### config.mk
export PLATFORM = sky130hd
export DESIGN_NAME = gpioemu_mulpop
export DESIGN_NICKNAME = d
export VERILOG_FILES = /design/src/rtl/gpioemu_pkg.sv /design/src/rtl/gpioemu_shiftadd_mul.sv /design/src/rtl/gpioemu_mulpop.sv
export SDC_FILE = /design/constraint.sdc
export NUM_CORES = 1
export LEC_CHECK = 0
export BUFFER_PORTS_ARGS = -buffer_cell sky130_fd_sc_hd__buf_2
export CAP_MARGIN = 40
export CORE_ASPECT_RATIO = 0.7
export CORE_MARGIN = 5
export CORE_UTILIZATION = 50
export DETAILED_ROUTE_END_ITERATION = 12
export HOLD_SLACK_MARGIN = 0.05
export PLACE_DENSITY = 0.7
export SLEW_MARGIN = 20
export SYNTH_ARGS = -nofsm -noshare
export SYNTH_HDL_FRONTEND = slang
export SYNTH_SLANG_ARGS = --single-unit
### constraint.sdc
create_clock -name clk -period 5.73 [get_ports clk]
set_input_delay 0 -clock clk [delete_from_list [all_inputs] [get_ports clk]]
set_output_delay 0 -clock clk [all_outputs]
set_load 0.01 [all_outputs]
### src/rtl/gpioemu_pkg.sv
// gpioemu_pkg
//   Shared definitions for the gpioemu multiply + popcount peripheral:
//   bus register addresses, STATUS bit positions and the control FSM states.
//   Optional feature macro used by the top: GPIOEMU_MULPOP_SAT_EN.
package gpioemu_pkg;

  localparam logic [15:0] ADDR_A1   = 16'h037F;
  localparam logic [15:0] ADDR_A2   = 16'h0388;
  localparam logic [15:0] ADDR_W    = 16'h0390;
  localparam logic [15:0] ADDR_L    = 16'h0398;
  localparam logic [15:0] ADDR_CTRL = 16'h03A0;

  localparam int ST_VALID = 0;
  localparam int ST_READY = 1;
  localparam int ST_DONE  = 2;
  localparam int ST_IGN   = 3;

  typedef enum logic [2:0] {
    S_IDLE  = 3'd0,
    S_LOAD  = 3'd1,
    S_MULT  = 3'd2,
    S_COUNT = 3'd3,
    S_DONE  = 3'd4
  } state_t;

endpackage

### src/rtl/gpioemu_shiftadd_mul.sv
// gpioemu_shiftadd_mul
//   Sequential shift-add multiplier, one multiplier bit per clock.
//   Ports:
//     clk, n_reset  clock, asynchronous active-low reset
//     i_start       load operands and clear the accumulator (ignored state-wise while busy
//                   only because the top never pulses it then)
//     i_a, i_b      operands (OP_W bits)
//     o_busy        high while accumulating
//     o_done        one-cycle pulse on the cycle after the last partial product is added
//     o_product     2*OP_W-bit accumulator, never truncated
//   Handshake: i_start is a single-cycle request; o_busy rises the cycle after it and stays
//   high for exactly OP_W cycles; o_done pulses once as o_busy falls and o_product is then
//   stable until the next i_start.
module gpioemu_shiftadd_mul #(
  parameter int OP_W = 24
) (
  input  logic                 clk,
  input  logic                 n_reset,
  input  logic                 i_start,
  input  logic [OP_W-1:0]      i_a,
  input  logic [OP_W-1:0]      i_b,
  output logic                 o_busy,
  output logic                 o_done,
  output logic [2*OP_W-1:0]    o_product
);

  localparam int PW = 2 * OP_W;
  localparam int CW = $clog2(OP_W);

  logic [PW-1:0]   r_a;
  logic [PW-1:0]   r_acc;
  logic [OP_W-1:0] r_b;
  logic [CW-1:0]   r_cnt;
  logic            r_busy;
  logic            r_done;

  always_ff @(posedge clk or negedge n_reset) begin
    if (!n_reset) begin
      r_a    <= '0;
      r_acc  <= '0;
      r_b    <= '0;
      r_cnt  <= '0;
      r_busy <= 1'b0;
      r_done <= 1'b0;
    end else begin
      r_done <= 1'b0;
      if (i_start) begin
        r_a    <= PW'(i_a);
        r_b    <= i_b;
        r_acc  <= '0;
        r_cnt  <= '0;
        r_busy <= 1'b1;
      end else if (r_busy) begin
        // r_a holds A1 << i and r_b[0] holds A2[i] for the current bit i
        if (r_b[0]) r_acc <= r_acc + r_a;
        r_a   <= r_a << 1;
        r_b   <= r_b >> 1;
        r_cnt <= r_cnt + CW'(1);
        if (r_cnt == CW'(OP_W - 1)) begin
          r_busy <= 1'b0;
          r_done <= 1'b1;
        end
      end
    end
  end

  assign o_busy    = r_busy;
  assign o_done    = r_done;
  assign o_product = r_acc;

endmodule

### src/rtl/gpioemu_mulpop.sv
// gpioemu_mulpop
//   Bus-mapped multiply + popcount accelerator. The host writes A1/A2 shadow registers,
//   starts with a CTRL write, then reads W (product), L (popcount of W) and STATUS.
//   Optional feature macro: GPIOEMU_MULPOP_SAT_EN (saturate W/L on overflow).
//   Ports:
//     clk, n_reset     clock, asynchronous active-low reset
//     saddress         bus address
//     srd, swr         read / write strobes, sampled on posedge clk
//     sdata_in         write data
//     sdata_out        registered read data, held between reads
//     gpio_in          general-purpose inputs
//     gpio_latch       capture enable for gpio_in
//     gpio_out         {zero, completed-operation counter}
//     gpio_in_s_insp   captured gpio_in
//     o_dbg_state      current control FSM state
module gpioemu_mulpop
  import gpioemu_pkg::*;
#(
  parameter int OP_W  = 24,
  parameter int RES_W = 32,
  parameter int CNT_W = 16
) (
  input  logic        clk,
  input  logic        n_reset,
  input  logic [15:0] saddress,
  input  logic        srd,
  input  logic        swr,
  input  logic [31:0] sdata_in,
  output logic [31:0] sdata_out,
  input  logic [31:0] gpio_in,
  input  logic        gpio_latch,
  output logic [31:0] gpio_out,
  output logic [31:0] gpio_in_s_insp,
  output state_t      o_dbg_state
);

  localparam int PW    = 2 * OP_W;
  localparam int LW    = $clog2(RES_W + 1);
  localparam int EXT_W = (PW > RES_W) ? PW : RES_W;

  state_t             r_state;
  logic [OP_W-1:0]    r_a1_sh;
  logic [OP_W-1:0]    r_a2_sh;
  logic [RES_W-1:0]   r_w;
  logic [LW-1:0]      r_l;
  logic               r_valid;
  logic               r_ready;
  logic               r_done;
  logic               r_ign;
  logic [CNT_W-1:0]   r_op_count;
  logic [31:0]        r_sdata_out;
  logic [31:0]        r_gpio_in;

  logic               w_ctrl_wr;
  logic               w_can_start;
  logic               w_start;
  logic               w_status_rd;
  logic               w_mul_busy;
  logic               w_mul_done;
  logic [PW-1:0]      w_prod;
  logic [EXT_W-1:0]   w_prod_ext;
  logic [RES_W-1:0]   w_trunc;
  logic               w_ovf;
  logic [LW-1:0]      w_pop_trunc;
  logic [RES_W-1:0]   w_res;
  logic [LW-1:0]      w_pop;
  logic [31:0]        w_status;
  logic [31:0]        w_rdata;
  logic               w_unused_ok;

  assign w_ctrl_wr   = swr && (saddress == ADDR_CTRL);
  assign w_can_start = (r_state == S_IDLE) || (r_state == S_DONE);
  assign w_start     = w_ctrl_wr && w_can_start;
  assign w_status_rd = srd && (saddress == ADDR_CTRL);
  assign w_unused_ok = &{1'b0, sdata_in};

  // Operands are taken straight from the shadows on the start edge, so a shadow write
  // on that same edge only affects the following operation.
  gpioemu_shiftadd_mul #(.OP_W(OP_W)) u_mul (
    .clk       (clk),
    .n_reset   (n_reset),
    .i_start   (w_start),
    .i_a       (r_a1_sh),
    .i_b       (r_a2_sh),
    .o_busy    (w_mul_busy),
    .o_done    (w_mul_done),
    .o_product (w_prod)
  );

  // Result shaping: overflow is any product bit at or above RES_W.
  always_comb begin
    w_prod_ext  = EXT_W'(w_prod);
    w_trunc     = w_prod_ext[RES_W-1:0];
    w_ovf       = |(w_prod >> RES_W);
    w_pop_trunc = '0;
    for (int i = 0; i < RES_W; i++) w_pop_trunc = w_pop_trunc + LW'(w_trunc[i]);
`ifdef GPIOEMU_MULPOP_SAT_EN
    w_res = w_ovf ? '1 : w_trunc;
    w_pop = w_ovf ? LW'(RES_W) : w_pop_trunc;
`else
    w_res = w_trunc;
    w_pop = w_pop_trunc;
`endif
  end

  always_comb begin
    w_status           = '0;
    w_status[ST_VALID] = r_valid;
    w_status[ST_READY] = r_ready;
    w_status[ST_DONE]  = r_done;
    w_status[ST_IGN]   = r_ign;
  end

  always_comb begin
    w_rdata = '0;
    case (saddress)
      ADDR_W:    w_rdata = 32'(r_w);
      ADDR_L:    w_rdata = 32'(r_l);
      ADDR_CTRL: w_rdata = w_status;
      default:   w_rdata = '0;
    endcase
  end

  // Control FSM plus everything it owns: results, STATUS flags, op counter.
  always_ff @(posedge clk or negedge n_reset) begin
    if (!n_reset) begin
      r_state    <= S_IDLE;
      r_w        <= '0;
      r_l        <= '0;
      r_valid    <= 1'b1;
      r_ready    <= 1'b1;
      r_done     <= 1'b0;
      r_ign      <= 1'b0;
      r_op_count <= '0;
    end else begin
      // A rejected start on the same edge as a STATUS read stays set: the read
      // returned the old value, so the event has not been reported yet.
      if (w_ctrl_wr && !w_can_start) r_ign <= 1'b1;
      else if (w_status_rd)          r_ign <= 1'b0;

      case (r_state)
        S_IDLE, S_DONE: begin
          if (w_ctrl_wr) begin
            r_state <= S_LOAD;
            r_ready <= 1'b0;
            r_done  <= 1'b0;
            r_valid <= 1'b1;
          end else begin
            r_state <= S_IDLE;
          end
        end
        S_LOAD:  r_state <= S_MULT;
        S_MULT:  if (w_mul_done && !w_mul_busy) r_state <= S_COUNT;
        S_COUNT: begin
          r_w        <= w_res;
          r_l        <= w_pop;
          r_valid    <= ~w_ovf;
          r_ready    <= 1'b1;
          r_done     <= 1'b1;
          r_op_count <= r_op_count + CNT_W'(1);
          r_state    <= S_DONE;
        end
        default: r_state <= S_IDLE;
      endcase
    end
  end

  always_ff @(posedge clk or negedge n_reset) begin
    if (!n_reset) begin
      r_a1_sh <= '0;
      r_a2_sh <= '0;
    end else if (swr) begin
      if (saddress == ADDR_A1) r_a1_sh <= sdata_in[OP_W-1:0];
      if (saddress == ADDR_A2) r_a2_sh <= sdata_in[OP_W-1:0];
    end
  end

  always_ff @(posedge clk or negedge n_reset) begin
    if (!n_reset)  r_sdata_out <= '0;
    else if (srd)  r_sdata_out <= w_rdata;
  end

  always_ff @(posedge clk or negedge n_reset) begin
    if (!n_reset)        r_gpio_in <= '0;
    else if (gpio_latch) r_gpio_in <= gpio_in;
  end

  assign sdata_out      = r_sdata_out;
  assign gpio_out       = 32'(r_op_count);
  assign gpio_in_s_insp = r_gpio_in;
  assign o_dbg_state    = r_state;

endmodule
* Yosys cells after proc, flatten, opt, wreduce, memory -nomap -nowiden
Index checks and enable logic that the tools add are counted.
** Storage, ports and cells
- Bits of input ports :: 85
- Bits in registers :: 300
- Output and inout bits :: 99
- Latch bits :: 0
- Memories :: 0
- Logic and storage cells :: 109
- ROM bits :: 0
- Memory bits (writable) :: 0
** Operators by class
- Shift operators :: 0
- Multiplexer cells :: 25
- $lt $le $gt $ge :: 0
- Div/mod/pow operators :: 0
- Reduce and logical (&&, ||, !) cells :: 19
- Equality and inequality tests :: 12
- Multiply operators :: 0
- Add/sub/neg operators :: 34
- Bitwise logic cells :: 1
** Operator list (number)
- two-way mux 48 bit :: 5
- adder 6 x 1 -> 6 bit :: 26
- case mux 32 bit (3 select lines) :: 1
- == test 16 x 10 -> 1 bit, second input constant :: 5
- adder 48 bit :: 1
- two-way mux 24 bit :: 2
- adder 16 x 1 -> 16 bit, second input constant :: 1
- OR reduction 16 bit :: 1
- case mux 3 bit (4 select lines) :: 1
- two-way mux 1 bit :: 11
- two-way mux 5 bit :: 2
- AND reduction 2 bit :: 4
- nonzero test 2 bit :: 4
- adder 5 x 1 -> 6 bit :: 1
- == test 3 x 2 -> 1 bit, second input constant :: 2
- adder 4 x 1 -> 5 bit :: 1
- adder 5 x 1 -> 5 bit, second input constant :: 1
- == test 5 bit, second input constant :: 1
- logical AND 1 bit :: 5
- adder 3 x 1 -> 4 bit :: 1
- != test 2 bit, second input constant :: 2
- case mux 1 bit (2 select lines) :: 2
- adder 2 x 1 -> 3 bit :: 1
- == test 3 x 1 -> 1 bit, second input constant :: 1
- 8 further kinds :: 9

* Depth between registers and ports, before layout
Gate-level depths: netlist (run 1).
- Depth in word-level cells :: 31
- Mapped depth :: 15
- Mapped depth without buffers :: 15

* Cells and area by module
From an unflattened synthesis (run 1), not the netlist that was laid out.
** Unflattened totals
- Cells, all modules :: 1474
- Area, all modules :: 15702.6 sq um
** By module, submodules not included
- gpioemu_shiftadd_mul :: sequential area each 3178.0 sq um, times used 1, cells each 874, area each 8046.5 sq um
- gpioemu_mulpop :: sequential area each 4331.7 sq um, times used 1, cells each 600, area each 7656.1 sq um

* Worst setup path before layout (run 1)
No wires, ideal clock.
- Kind :: register to register
- Start point :: register u_mul.r_acc[0] (netlist: u_mul.o_product[0])
- End point :: register r_l[4]
- Library setup time :: 137 ps
- Stages on the path, launching flop included :: 15
- Arrival time :: 4528 ps
- Period minus slack after synthesis :: 4665 ps
- Buffers on the path :: 0
- Slack :: 1065 ps
- Required time :: 5593 ps
- Cell sequence :: dfrtp_1 -> fa_1 -> inv_1 -> fa_1 -> fa_1 -> fa_1 -> fa_1 -> fa_1 -> inv_1 -> ha_1 -> fa_1 -> a21o_1 -> a21oi_1 -> xor2_1 -> o21ai_0
** On the way
- Cells in the longest elaborated chain, start to end :: 31
** RTL lines
- start, declared :: line gpioemu_shiftadd_mul.sv:31 : logic [PW-1:0] r_acc;
- start signal, assigned :: line gpioemu_shiftadd_mul.sv:55 : if (r_b[0]) r_acc <= r_acc + r_a;
- adder 1 x 1 -> 2 bit :: line gpioemu_mulpop.sv:96 : for (int i = 0; i < RES_W; i++) w_pop_trunc = w_pop_trunc + LW'(w_trunc[i]);
- adder 2 x 1 -> 3 bit :: line gpioemu_mulpop.sv:96
- adder 3 x 1 -> 4 bit :: line gpioemu_mulpop.sv:96
- adder 4 x 1 -> 5 bit :: line gpioemu_mulpop.sv:96
- adder 5 x 1 -> 6 bit :: line gpioemu_mulpop.sv:96
- adder 6 x 1 -> 6 bit (26 in a row) :: line gpioemu_mulpop.sv:96
- end signal, assigned :: line gpioemu_mulpop.sv:156 : r_l <= w_pop;
- end, declared :: line gpioemu_mulpop.sv:45 : logic [LW-1:0] r_l;
Every way passes these cells.
A chain may end at the register's enable or synchronous reset.

* Worst setup path after layout (run 1)
- Start point :: register u_mul.r_acc[5] (netlist: u_mul.o_product[5])
- End point :: register r_l[4]
** On the way
- Cells in the longest elaborated chain, start to end :: 27
** RTL lines (line)
- adder 5 x 1 -> 6 bit :: gpioemu_mulpop.sv:96
- adder 6 x 1 -> 6 bit (26 in a row) :: gpioemu_mulpop.sv:96
Every way passes these cells.

==> results of run 1 <==
where the power goes:
group / switching [mW] / internal (mW)
Sequential: 0.279 / 2.40
Combinational: 2.36 / 1.83
Clock: 0.859 / 1.23
final cells by class:
class | instances | area [um^2] | share of cell area (%)
clock buffer | 37 | 848.3 | 4.570
clock inverter | 17 | 198.9 | 1.072
inverter | 75 | 281.5 | 1.517
multi-input combinational | 1099 | 7463 | 40.21
sequential | 300 | 7513 | 40.48
tap | 420 | 525.5 | 2.831
timing repair buffer | 246 | 1730 | 9.323
metrics by stage:
step           cells  cell area, um^2
6_report        2194            18560
2_1_floorplan   1572            15710
3_3_place_gp    2064            16680
3_5_place_dp    2068            16770
5_1_grt         2194            18560
4_1_cts         2193            18550
Yosys cell counts, types with 2 or more instances:
| cell type | n |
|---|---|
| o221ai_1 | 2 |
| a21o_1 | 32 |
| clkbuf_1 | 57 |
| and3_1 | 18 |
| nand3_1 | 24 |
| o31ai_1 | 4 |
| nor2b_1 | 8 |
| buf_1 | 6 |
| a2111oi_0 | 2 |
| o2111ai_1 | 4 |
| nor3_1 | 16 |
| nor4b_1 | 3 |
| or3_1 | 2 |
| nand4b_1 | 4 |
| buf_2 | 11 |
| nand4_1 | 16 |
| buf_4 | 22 |
| o21bai_1 | 5 |
| and3b_1 | 2 |
| o21a_1 | 7 |
| dfrtp_1 | 298 |
| xor2_1 | 19 |
| a21boi_0 | 3 |
| a31o_2 | 3 |
| inv_1 | 75 |
| o211ai_1 | 7 |
| nand2_1 | 274 |
| nor2_1 | 64 |
| a21oi_1 | 93 |
| nand3b_1 | 4 |
| xnor2_1 | 36 |
| nor4_1 | 6 |
| mux2_2 | 86 |
| o21ai_1 | 3 |
| nor3b_1 | 7 |
| ha_1 | 56 |
| a211oi_1 | 8 |
| dfstp_2 | 2 |
| and2_1 | 3 |
| o21ai_0 | 129 |
| a31oi_1 | 6 |
| mux2i_1 | 73 |
| a22oi_1 | 5 |
| a41o_1 | 3 |
| fa_1 | 25 |
state kept, by name (all words and copies together) (netlist names):
register / cells
u_mul.o_product: 48
u_mul.r_a: 48
gpio_in_s_insp: 32
r_w: 32
sdata_out: 32
r_a1_sh: 24
r_a2_sh: 24
u_mul.r_b: 24
r_op_count: 16
r_l: 6
u_mul.r_cnt: 5
o_dbg_state: 3
r_done: 1
r_ign: 1
r_ready: 1
r_valid: 1
u_mul.o_busy: 1
u_mul.o_done: 1
routing by layer:
metal / vias to the layer above / part of all wire [%] / wire (um)
li1: 5735 / - / -
met1: 5773 / 48 / 18560
met2: 333 / 43 / 16600
met3: 61 / 6.7 / 2565
met4: 0 / 1.9 / 743
met5: - / 0 / 0
worst min-delay path by stage:
stage	startpoint	endpoint	slack, ps	cells past startpoint
finish	n_reset	sdata_out[21]$_DFFE_PN0P_	40	3
global route	n_reset	sdata_out[20]$_DFFE_PN0P_	90	3
CTS	n_reset	sdata_out[21]$_DFFE_PN0P_	60	3
floorplan	n_reset	gpio_in_s_insp[0]$_DFFE_PN0P_	-300	0
detailed placement	n_reset	sdata_out[21]$_DFFE_PN0P_	-40	1
global placement	n_reset	sdata_out[21]$_DFFE_PN0P_	-30	1
cell usage in the layout (no fill, tap or decap), types with 5 or more instances in the layout:
master / netlist / layout
xnor2_1: 36 / 36
buf_4: 22 / 10
conb_1: 1 / 16
nor3_1: 16 / 16
clkinv_2: 0 / 8
nand3_1: 24 / 24
nor2_1: 64 / 64
a211oi_1: 8 / 8
ha_1: 56 / 56
nor2b_1: 8 / 8
a31oi_1: 6 / 6
fa_1: 25 / 25
inv_1: 75 / 75
o21ai_0: 129 / 129
xor2_1: 19 / 19
a21oi_1: 93 / 93
mux2_2: 86 / 86
o211ai_1: 7 / 7
clkbuf_16: 0 / 31
buf_2: 11 / 158
a21o_1: 32 / 32
o21a_1: 7 / 7
mux2i_1: 73 / 73
o21bai_1: 5 / 5
nor3b_1: 7 / 7
nand2_1: 274 / 273
a22oi_1: 5 / 5
nand4_1: 16 / 16
dfrtp_1: 298 / 297
dlygate4sd3_1: 0 / 70
nor4_1: 6 / 6
and3_1: 18 / 18
clkbuf_8: 0 / 5
worst min-delay path: cells and delay by family:
kind	cells	cell delay, ps
buffers and inverters	3	980
cell families after synthesis:
family                     synth area share, %
and+or+nand+nor                          13.48
DFF                                      47.97
other                                  0.02396
xor gates and xnor gates                 3.077
adders and majority gates                7.673
buffers and inverters                    4.820
AOI/OAI and AO/OA                        12.10
muxes                                    10.85
==> impl_metrics.json, run 1 <==
{
  "status": "finished, final reports clean",
  "coreArea_mm2": 0.03101,
  "via_count": 11902,
  "critPathRequiredTime_ps": 6150,
  "die-area_mm2": 0.03500,
  "critPathCapture": "r_l[4]$_DFFE_PN0P_",
  "synth_area_mm2": 0.01565,
  "grt_max_degree": 166,
  "chipWidth_um": 221.5,
  "syn_area_per_cell_um2": 10.05,
  "final_util_pct": 59.85,
  "place_ws_ps": 868.8,
  "synthArstFlopShare_pct": 100.0,
  "r2r_slack_ps": 870,
  "vdd_ir_drop_max_mv": 0.9556,
  "antennaDiodeCount": 0,
  "setup_violations": 0,
  "synth_top_area_share_pct": 47.64,
  "powerDensity_mw_per_mm2": 482.9,
  "insertion_delay_ps": 570,
  "cp-startpoint": "u_mul.o_product[5]$_DFFE_PN0P_",
  "finalMaxSlewViolations": 0,
  "rsz0062_at_grt": "false",
  "dp_hpwl_um": 26320,
  "grt-ovfl-total": 0,
  "finalNetCount": 1918,
  "p_leak_nw": 8.754,
  "clock-sinks": 300,
  "synth_edf_count": 0,
  "wl_per_cell_um": 17.53,
  "busiest_layer": "met1",
  "min_path_type": "in -> async",
  "syn2layout_area_growth_pct": 18.58,
  "clock_path_buffers": 3,
  "antenna_found_initial": 0,
  "met1_usage_pct": 32.81,
  "worst-path-stages": 14,
  "cp-start-kind": "flip-flop",
  "post_cts_buffers": 0,
  "met2_usage_pct": 31.51,
  "clock_skew_ps": 15.41,
  "r2r_start": "u_mul.o_product[5]$_DFFE_PN0P_",
  "grt_pass1_wl_um": 62320,
  "cp_common_cell": "fa_1",
  "critPathKind": "reg -> reg",
  "grt_pass1_vias": 11801,
  "worstPathCellList": "fa_1, inv_1, fa_1, fa_1, fa_1, fa_1, fa_1, inv_1, ha_1, fa_1, a21o_1, a21oi_1, xor2_1, o21ai_0",
  "port_buffers": 159,
  "setup_tns_ps": 0,
  "period_needed_ps": 4861,
  "hold_buffers": 71,
  "die_h_um": 158.0,
  "path_buf_inv": 2,
  "numCtsBuffers": 30,
  "p_total_mw": 8.963,
  "crit_fanout": 4,
  "place_congestion": 0.8403,
  "final_layout_size_suffix_gt1_share_pct": 18.77,
  "rows": 54,
  "critPathSlowestCell": "fa_1",
  "hold_ws_ps": 43.85,
  "synthFlopType": "dfrtp_1",
  "cts.clk_slew.worst_paths_ps": 70,
  "ys_ff_latch": 300,
  "cts_resized": 0,
  "nFillCells": 2524,
  "max_stage_delay_ps": 560,
  "synth_cells": 1557,
  "synth_top_area_cell": "dfrtp_1",
  "cts.htree.levels": 1,
  "cp-end-kind": "flip-flop",
  "synth_area_leaders": "dfrtp_1 48%, nand2_1 6.6%, mux2_2 6.2%",
  "drc_errors": 0,
  "start_util_pct": 50.48,
  "crit_family": "adder cells",
  "via_per_inst": 5.425,
  "drt_iter0_drc": 980,
  "slew_headroom_pct": 35.04,
  "tightest_slew_ps": 974.4,
  "first_pass_iters": 5,
  "postRouteAntennaNets": 0,
  "netlist-cell-type-count": 69,
  "grt_use_met3_pct": 4.930,
  "rr_worst_depth": 14,
  "drt-total-wl_um": 38460,
  "r2r_end": "r_l[4]$_DFFE_PN0P_",
  "fmax_ghz": 0.2057,
  "ios": 184,
  "cts_tree": "built",
  "seq_area_frac_synth_pct": 47.97,
  "hold_violations": 0,
  "cp.arrival_ps": 5280,
  "fin_crit_sh_pct": 84.84,
  "ys_warn_count": 0,
  "cts_root_buf": "clkbuf_16",
  "worst_slack_ps": 868.6,
  "grt_use_total_pct": 21.40,
  "drv_cap": 0
}
No activity file was read; power rests on OpenSTA's default activity.
==> inputs of run 2 (changes only) <==
--- a/config.mk
+++ b/config.mk
@@ -12,7 +12,7 @@
 export CORE_UTILIZATION = 50
 export DETAILED_ROUTE_END_ITERATION = 12
 export HOLD_SLACK_MARGIN = 0.05
-export PLACE_DENSITY = 0.7
+export PLACE_DENSITY = 0.73
 export SLEW_MARGIN = 20
 export SYNTH_ARGS = -nofsm -noshare
 export SYNTH_HDL_FRONTEND = slang
==> constraint.sdc (replaced) <==
create_clock -name clk -period 4.2 [get_ports clk]
set_input_delay 0 -clock clk [delete_from_list [all_inputs] [get_ports clk]]
set_output_delay 0 -clock clk [all_outputs]
set_load 0.01 [all_outputs]
==> run 2 against run 1 <==
Net effect: the run now ends with setup timing left; sequential cell count unchanged; utilization rose by 0.44 points; combinational power up 61%; critical path type unchanged; critical endpoint unchanged; largest cell class unchanged; highest routed layer unchanged.
==> impl_metrics.json, run 2 (synthesis gave the netlist of run 1 again) <==
{
  "chipWidth_um": 221.5,
  "p_leak_nw": 8.840,
  "grt_use_total_pct": 22.22,
  "fin_crit_sh_pct": 111.9,
  "multi_input_area_mm2": 0.007493,
  "clock-sinks": 300,
  "cts.htree.levels": 1,
  "final_common_cell": "dfrtp_1",
  "tightest_slew_ps": 940.9,
  "grt_max_degree": 167,
  "cts_tree": "built",
  "place_ws_ps": -536.9,
  "die-area_mm2": 0.03500,
  "met2_usage_pct": 34.18,
  "critPathSlowestCell": "fa_1",
  "coreArea_mm2": 0.03101,
  "worstPathCellList": "fa_1, inv_1, fa_1, fa_1, fa_1, fa_1, fa_1, inv_2, ha_4, fa_2, a21o_1, a21oi_2, xor2_1, o21ai_1",
  "r2r_start": "u_mul.o_product[17]$_DFFE_PN0P_",
  "finalNetCount": 1942,
  "ios": 184,
  "drv_cap": 0,
  "switchingPower_mw": 5.126,
  "via_per_inst": 5.439,
  "crit_fanout": 2,
  "setup_violations": 5,
  "grt_pass1_vias": 12094,
  "wl_per_cell_um": 17.81,
  "p_sw_share_pct": 39.27,
  "cp.arrival_ps": 5130,
  "post_cts_buffers": 0,
  "critPathRequiredTime_ps": 4630,
  "worst_slack_ps": -499.2,
  "die_h_um": 158.0,
  "finalMaxSlewViolations": 0,
  "hold_violations": 0,
  "rows": 54,
  "drt-total-wl_um": 39500,
  "holdCritStartpoint": "saddress[3]",
  "numCtsBuffers": 30,
  "cp_common_cell": "fa_1",
  "path_buf_inv": 2,
  "start_util_pct": 50.48,
  "insertion_delay_ps": 570,
  "cp-end-kind": "flip-flop",
  "drt_iter0_drc": 1046,
  "drc_errors": 0,
  "antenna_found_initial": 0,
  "grt-ovfl-total": 0,
  "powerDensity_mw_per_mm2": 698.2,
  "clkPwrFrac_pct": 20.6,
  "dp_hpwl_um": 27020,
  "met1_usage_pct": 33.22,
  "clock_skew_ps": 20.34,
  "p_seq_share_pct": 27.8,
  "ff_latch_area_mm2": 0.007513,
  "grt_use_met3_pct": 4.449,
  "first_pass_iters": 5,
  "clock_path_buffers": 3,
  "comb_power_share_pct": 51.6,
  "nFillCells": 2512,
  "failed_checks": "setup timing",
  "via_count": 12064,
  "status": "finished, violations left",
  "critPathKind": "reg -> reg",
  "port_buffers": 159,
  "final_layout_size_suffix_gt1_share_pct": 20.03,
  "cts_root_buf": "clkbuf_16",
  "min_path_type": "in -> reg",
  "setup_tns_ps": -1742,
  "cp-startpoint": "u_mul.o_product[17]$_DFFE_PN0P_",
  "power.internal_mw": 7.929,
  "place_congestion": 0.9097,
  "postRouteAntennaNets": 0,
  "period_needed_ps": 4699,
  "rsz0062_at_grt": "true",
  "busiest_layer": "met2",
  "max_stage_delay_ps": 560,
  "vdd_ir_drop_max_mv": 1.424,
  "fmax_ghz": 0.2128,
  "grt_pass1_wl_um": 64590,
  "cts.clk_slew.worst_paths_ps": 60,
  "cp-start-kind": "flip-flop",
  "syn2layout_area_growth_pct": 19.45,
  "crit_family": "adder cells",
  "layout_common_cells": "297 x dfrtp_1, 273 x nand2_1, 158 x buf_2",
  "slew_headroom_pct": 37.27
}
[run 2: final timing paths]
| check | end | slack, ps | depth (start not counted) |
|---|---|---|---|
| worst min-delay path | sdata_out[1]$_DFFE_PN0P_ | 100 | 4 |
| worst min register to register | u_mul.r_a[0]$_DFFE_PN0P_ | 470 | 2 |
| worst max-delay path | r_l[4]$_DFFE_PN0P_ | -500 | 14 |
| max in group asynchronous | gpio_in_s_insp[27]$_DFFE_PN0P_ | 3050 | 3 |
| worst max register to register | r_l[4]$_DFFE_PN0P_ | -500 | 14 |
| min in group asynchronous | sdata_out[22]$_DFFE_PN0P_ | 110 | 2 |
[run 2: cell type report]
class	count	area share, %
multi-input combinational	1099	40.08
clock buffer	40	4.597
inverter	75	1.506
tap	420	2.810
antenna	1	0.01338
sequential	300	40.18
clock inverter	13	0.6825
timing repair buffer	270	10.13
[run 2: what timing repair did]
action                     in CTS  in global routing
hold endpoints to repair      237                  0
setup endpoints to repair       5                  5
pin swaps                       3                  2
hold buffers                   70                  0
resized for setup               4                  1
[run 2: worst min-delay path, delay by kind of cell]
| kind | cells | cell delay [ps] |
|---|---|---|
| and+or+nand+nor | 1 | 120 |
| buffers and inverters | 1 | 230 |
| AOI/OAI and AO/OA | 2 | 260 |
[run 2: through the flow]
step / std cells / instance area, um^2 / utilization [%] / power (mW) / hold slack [ps]
floorplan: 1572 / 15720 / - / 8.170 / -295.6
global placement: 2090 / 16920 / 54.55 / 9.648 / 154.3
detailed placement: 2094 / 16990 / 54.79 / 10.02 / 165.6
CTS: 2217 / 18700 / 60.28 / 13.08 / 60.86
global route: 2217 / 18700 / 60.28 / 14.16 / 116.4
finish: 2218 / 18700 / 60.29 / 13.05 / 100.4
[run 2: power groups by stage]
stage	clock, mW	combinational, mW	sequential, mW
finish	2.69	6.74	3.63
global route	2.88	7.61	3.68
CTS	2.74	6.72	3.62
detailed placement	0	6.36	3.66
global placement	0	6.00	3.64
floorplan	0	4.60	3.57
[run 2: per-layer routing]
layer  wire, um  vias up
met5          0        -
met1      18370     5884
met3       2671       63
met4        742        0
met2      17710      337
li1           -     5780
==> inputs of run 3 (changes only) <==
--- a/config.mk
+++ b/config.mk
@@ -13,6 +13,7 @@
 export DETAILED_ROUTE_END_ITERATION = 12
 export HOLD_SLACK_MARGIN = 0.05
 export PLACE_DENSITY = 0.73
+export SKIP_LAST_GASP = 1
 export SLEW_MARGIN = 20
 export SYNTH_ARGS = -nofsm -noshare
 export SYNTH_HDL_FRONTEND = slang
==> run 3 against run 2 <==
Net effect: the run still ends with setup timing left; clock-buffer cell count did not move; register-to-register slack got worse by 50 ps; global-route usage did not move; largest cell class unchanged; non-clock buffer count rose by 1; worst setup slack got worse by 50 ps; power rose by 0.70%.
==> impl_metrics.json, run 3 (synthesis gave the netlist of run 1 again) <==
{
  "status": "finished, violations left",
  "failed_checks": "setup timing",
  "chipWidth_um": 221.5,
  "numCtsBuffers": 30,
  "coreArea_mm2": 0.03101,
  "finalNetCount": 1943,
  "rsz0062_at_grt": "true",
  "cp-startpoint": "u_mul.o_product[5]$_DFFE_PN0P_",
  "setup_tns_ps": -1849,
  "vdd_ir_drop_max_mv": 1.451,
  "final_common_cell": "dfrtp_1",
  "p_leak_nw": 8.846,
  "final_layout_size_suffix_gt1_share_pct": 20.02,
  "place_congestion": 0.9097,
  "crit_fanout": 2,
  "post-place-cells": 2094,
  "postRouteAntennaNets": 0,
  "antenna_found_initial": 0,
  "via_count": 12070,
  "rows": 54,
  "insertion_delay_ps": 570,
  "cp-end-kind": "flip-flop",
  "power.internal_mw": 7.971,
  "die_h_um": 158.0,
  "layout_common_cells": "297 x dfrtp_1, 273 x nand2_1, 158 x buf_2",
  "drt_iter0_drc": 1029,
  "cp-start-kind": "flip-flop",
  "p_sw_share_pct": 39.37,
  "p_seq_share_pct": 27.6,
  "cts_root_buf": "clkbuf_16",
  "powerDensity_mw_per_mm2": 702.8,
  "grt-ovfl-total": 0,
  "critPathRequiredTime_ps": 4630,
  "clock_path_buffers": 3,
  "tightest_slew_ps": 943.3,
  "drt-total-wl_um": 39520,
  "period_needed_ps": 4750,
  "fin_crit_sh_pct": 113.1,
  "finalMaxSlewViolations": 0,
  "grt_max_degree": 167,
  "worst_slack_ps": -549.6,
  "cts_tree": "built",
  "grt_pass1_wl_um": 64590,
  "ios": 184,
  "cp.arrival_ps": 5180,
  "cts.clk_slew.worst_paths_ps": 70,
  "switchingPower_mw": 5.176,
  "dp_hpwl_um": 27020,
  "clock_skew_ps": 22.92,
  "drv_cap": 0,
  "die-area_mm2": 0.03500,
  "first_pass_iters": 5,
  "clkPwrFrac_pct": 20.5,
  "drc_errors": 0,
  "start_util_pct": 50.48,
  "comb_power_share_pct": 52.0,
  "fmax_ghz": 0.2105,
  "via_per_inst": 5.439,
  "hold_violations": 0,
  "syn2layout_area_growth_pct": 19.49,
  "setup_violations": 5,
  "cts.htree.levels": 1,
  "slew_headroom_pct": 37.12,
  "clock-sinks": 300,
  "fin_cells": 2219,
  "min_path_type": "in -> async",
  "grt_pass1_vias": 12094,
  "critPathKind": "reg -> reg",
  "r2r_start": "u_mul.o_product[5]$_DFFE_PN0P_",
  "grt_use_total_pct": 22.22,
  "wl_per_cell_um": 17.81,
  "port_buffers": 159,
  "final_util_pct": 60.32,
  "p_total_mw": 13.15
}
run 3: final timing paths:
check / cells after the start / slack [ps] / endpoint
max: 14 / -550 / r_l[4]$_DFFE_PN0P_
min: 2 / 110 / sdata_out[22]$_DFFE_PN0P_
max reg2reg: 14 / -550 / r_l[4]$_DFFE_PN0P_
min reg2reg: 2 / 470 / u_mul.r_a[0]$_DFFE_PN0P_
max in group asynchronous: 3 / 3040 / gpio_in_s_insp[27]$_DFFE_PN0P_
min in group clk: 4 / 110 / sdata_out[1]$_DFFE_PN0P_
run 3: final cells by class:
cell class	count	area, um^2
Antenna cell	1	2.502
Clock inverter	13	127.6
Tap cell	420	525.5
Multi-Input combinational cell	1099	7493
Timing Repair Buffer	271	1902
Sequential cell	300	7513
Inverter	75	281.5
Fill cell	2512	12310
Clock buffer	40	859.6
run 3: per-stage QoR:
stage | area [um^2] | hold slack, ps | setup WS, ps
3_5_place_dp | 16990 | 165.6 | -536.9
3_3_place_gp | 16920 | 154.3 | -430.0
5_1_grt | 18700 | 116.4 | -680.3
6_report | 18710 | 111.0 | -549.6
4_1_cts | 18700 | 60.86 | -523.2
2_1_floorplan | 15720 | -295.6 | -353.2
run 3: critical path: stages (launching register included):
cell,delay (ps)
dfrtp_1,400
fa_1,540
inv_1,50
fa_1,530
fa_1,440
fa_1,570
fa_1,460
fa_1,530
inv_2,50
ha_4,160
fa_2,340
a21o_1,200
a21oi_2,130
xor2_1,150
o21ai_1,70
run 3: power groups by stage:
stage	clock network, mW	registers (mW)	logic [mW]
5_1_grt	2.88	3.68	7.65
3_3_place_gp	0	3.64	6.00
4_1_cts	2.74	3.62	6.72
2_1_floorplan	0	3.57	4.60
6_report	2.69	3.63	6.83
3_5_place_dp	0	3.66	6.36
run 3: repair_timing:
action / 4_1_cts / 5_1_grt
endpoints found under the hold margin: 237 / 0
buffers inserted: 0 / 1
pin swaps: 3 / 13
hold buffers: 70 / 0
endpoints found under the setup margin: 5 / 5
resized for setup: 3 / 2
run 3: layer usage:
layer | vias to the layer above | GRT usage, % | part of all wire (%)
li1 | 5781 | - | -
met1 | 5875 | 33.22 | 47
met2 | 352 | 34.18 | 45
met3 | 62 | 4.449 | 6.9
met4 | 0 | 4.488 | 1.9
met5 | - | 0 | 0
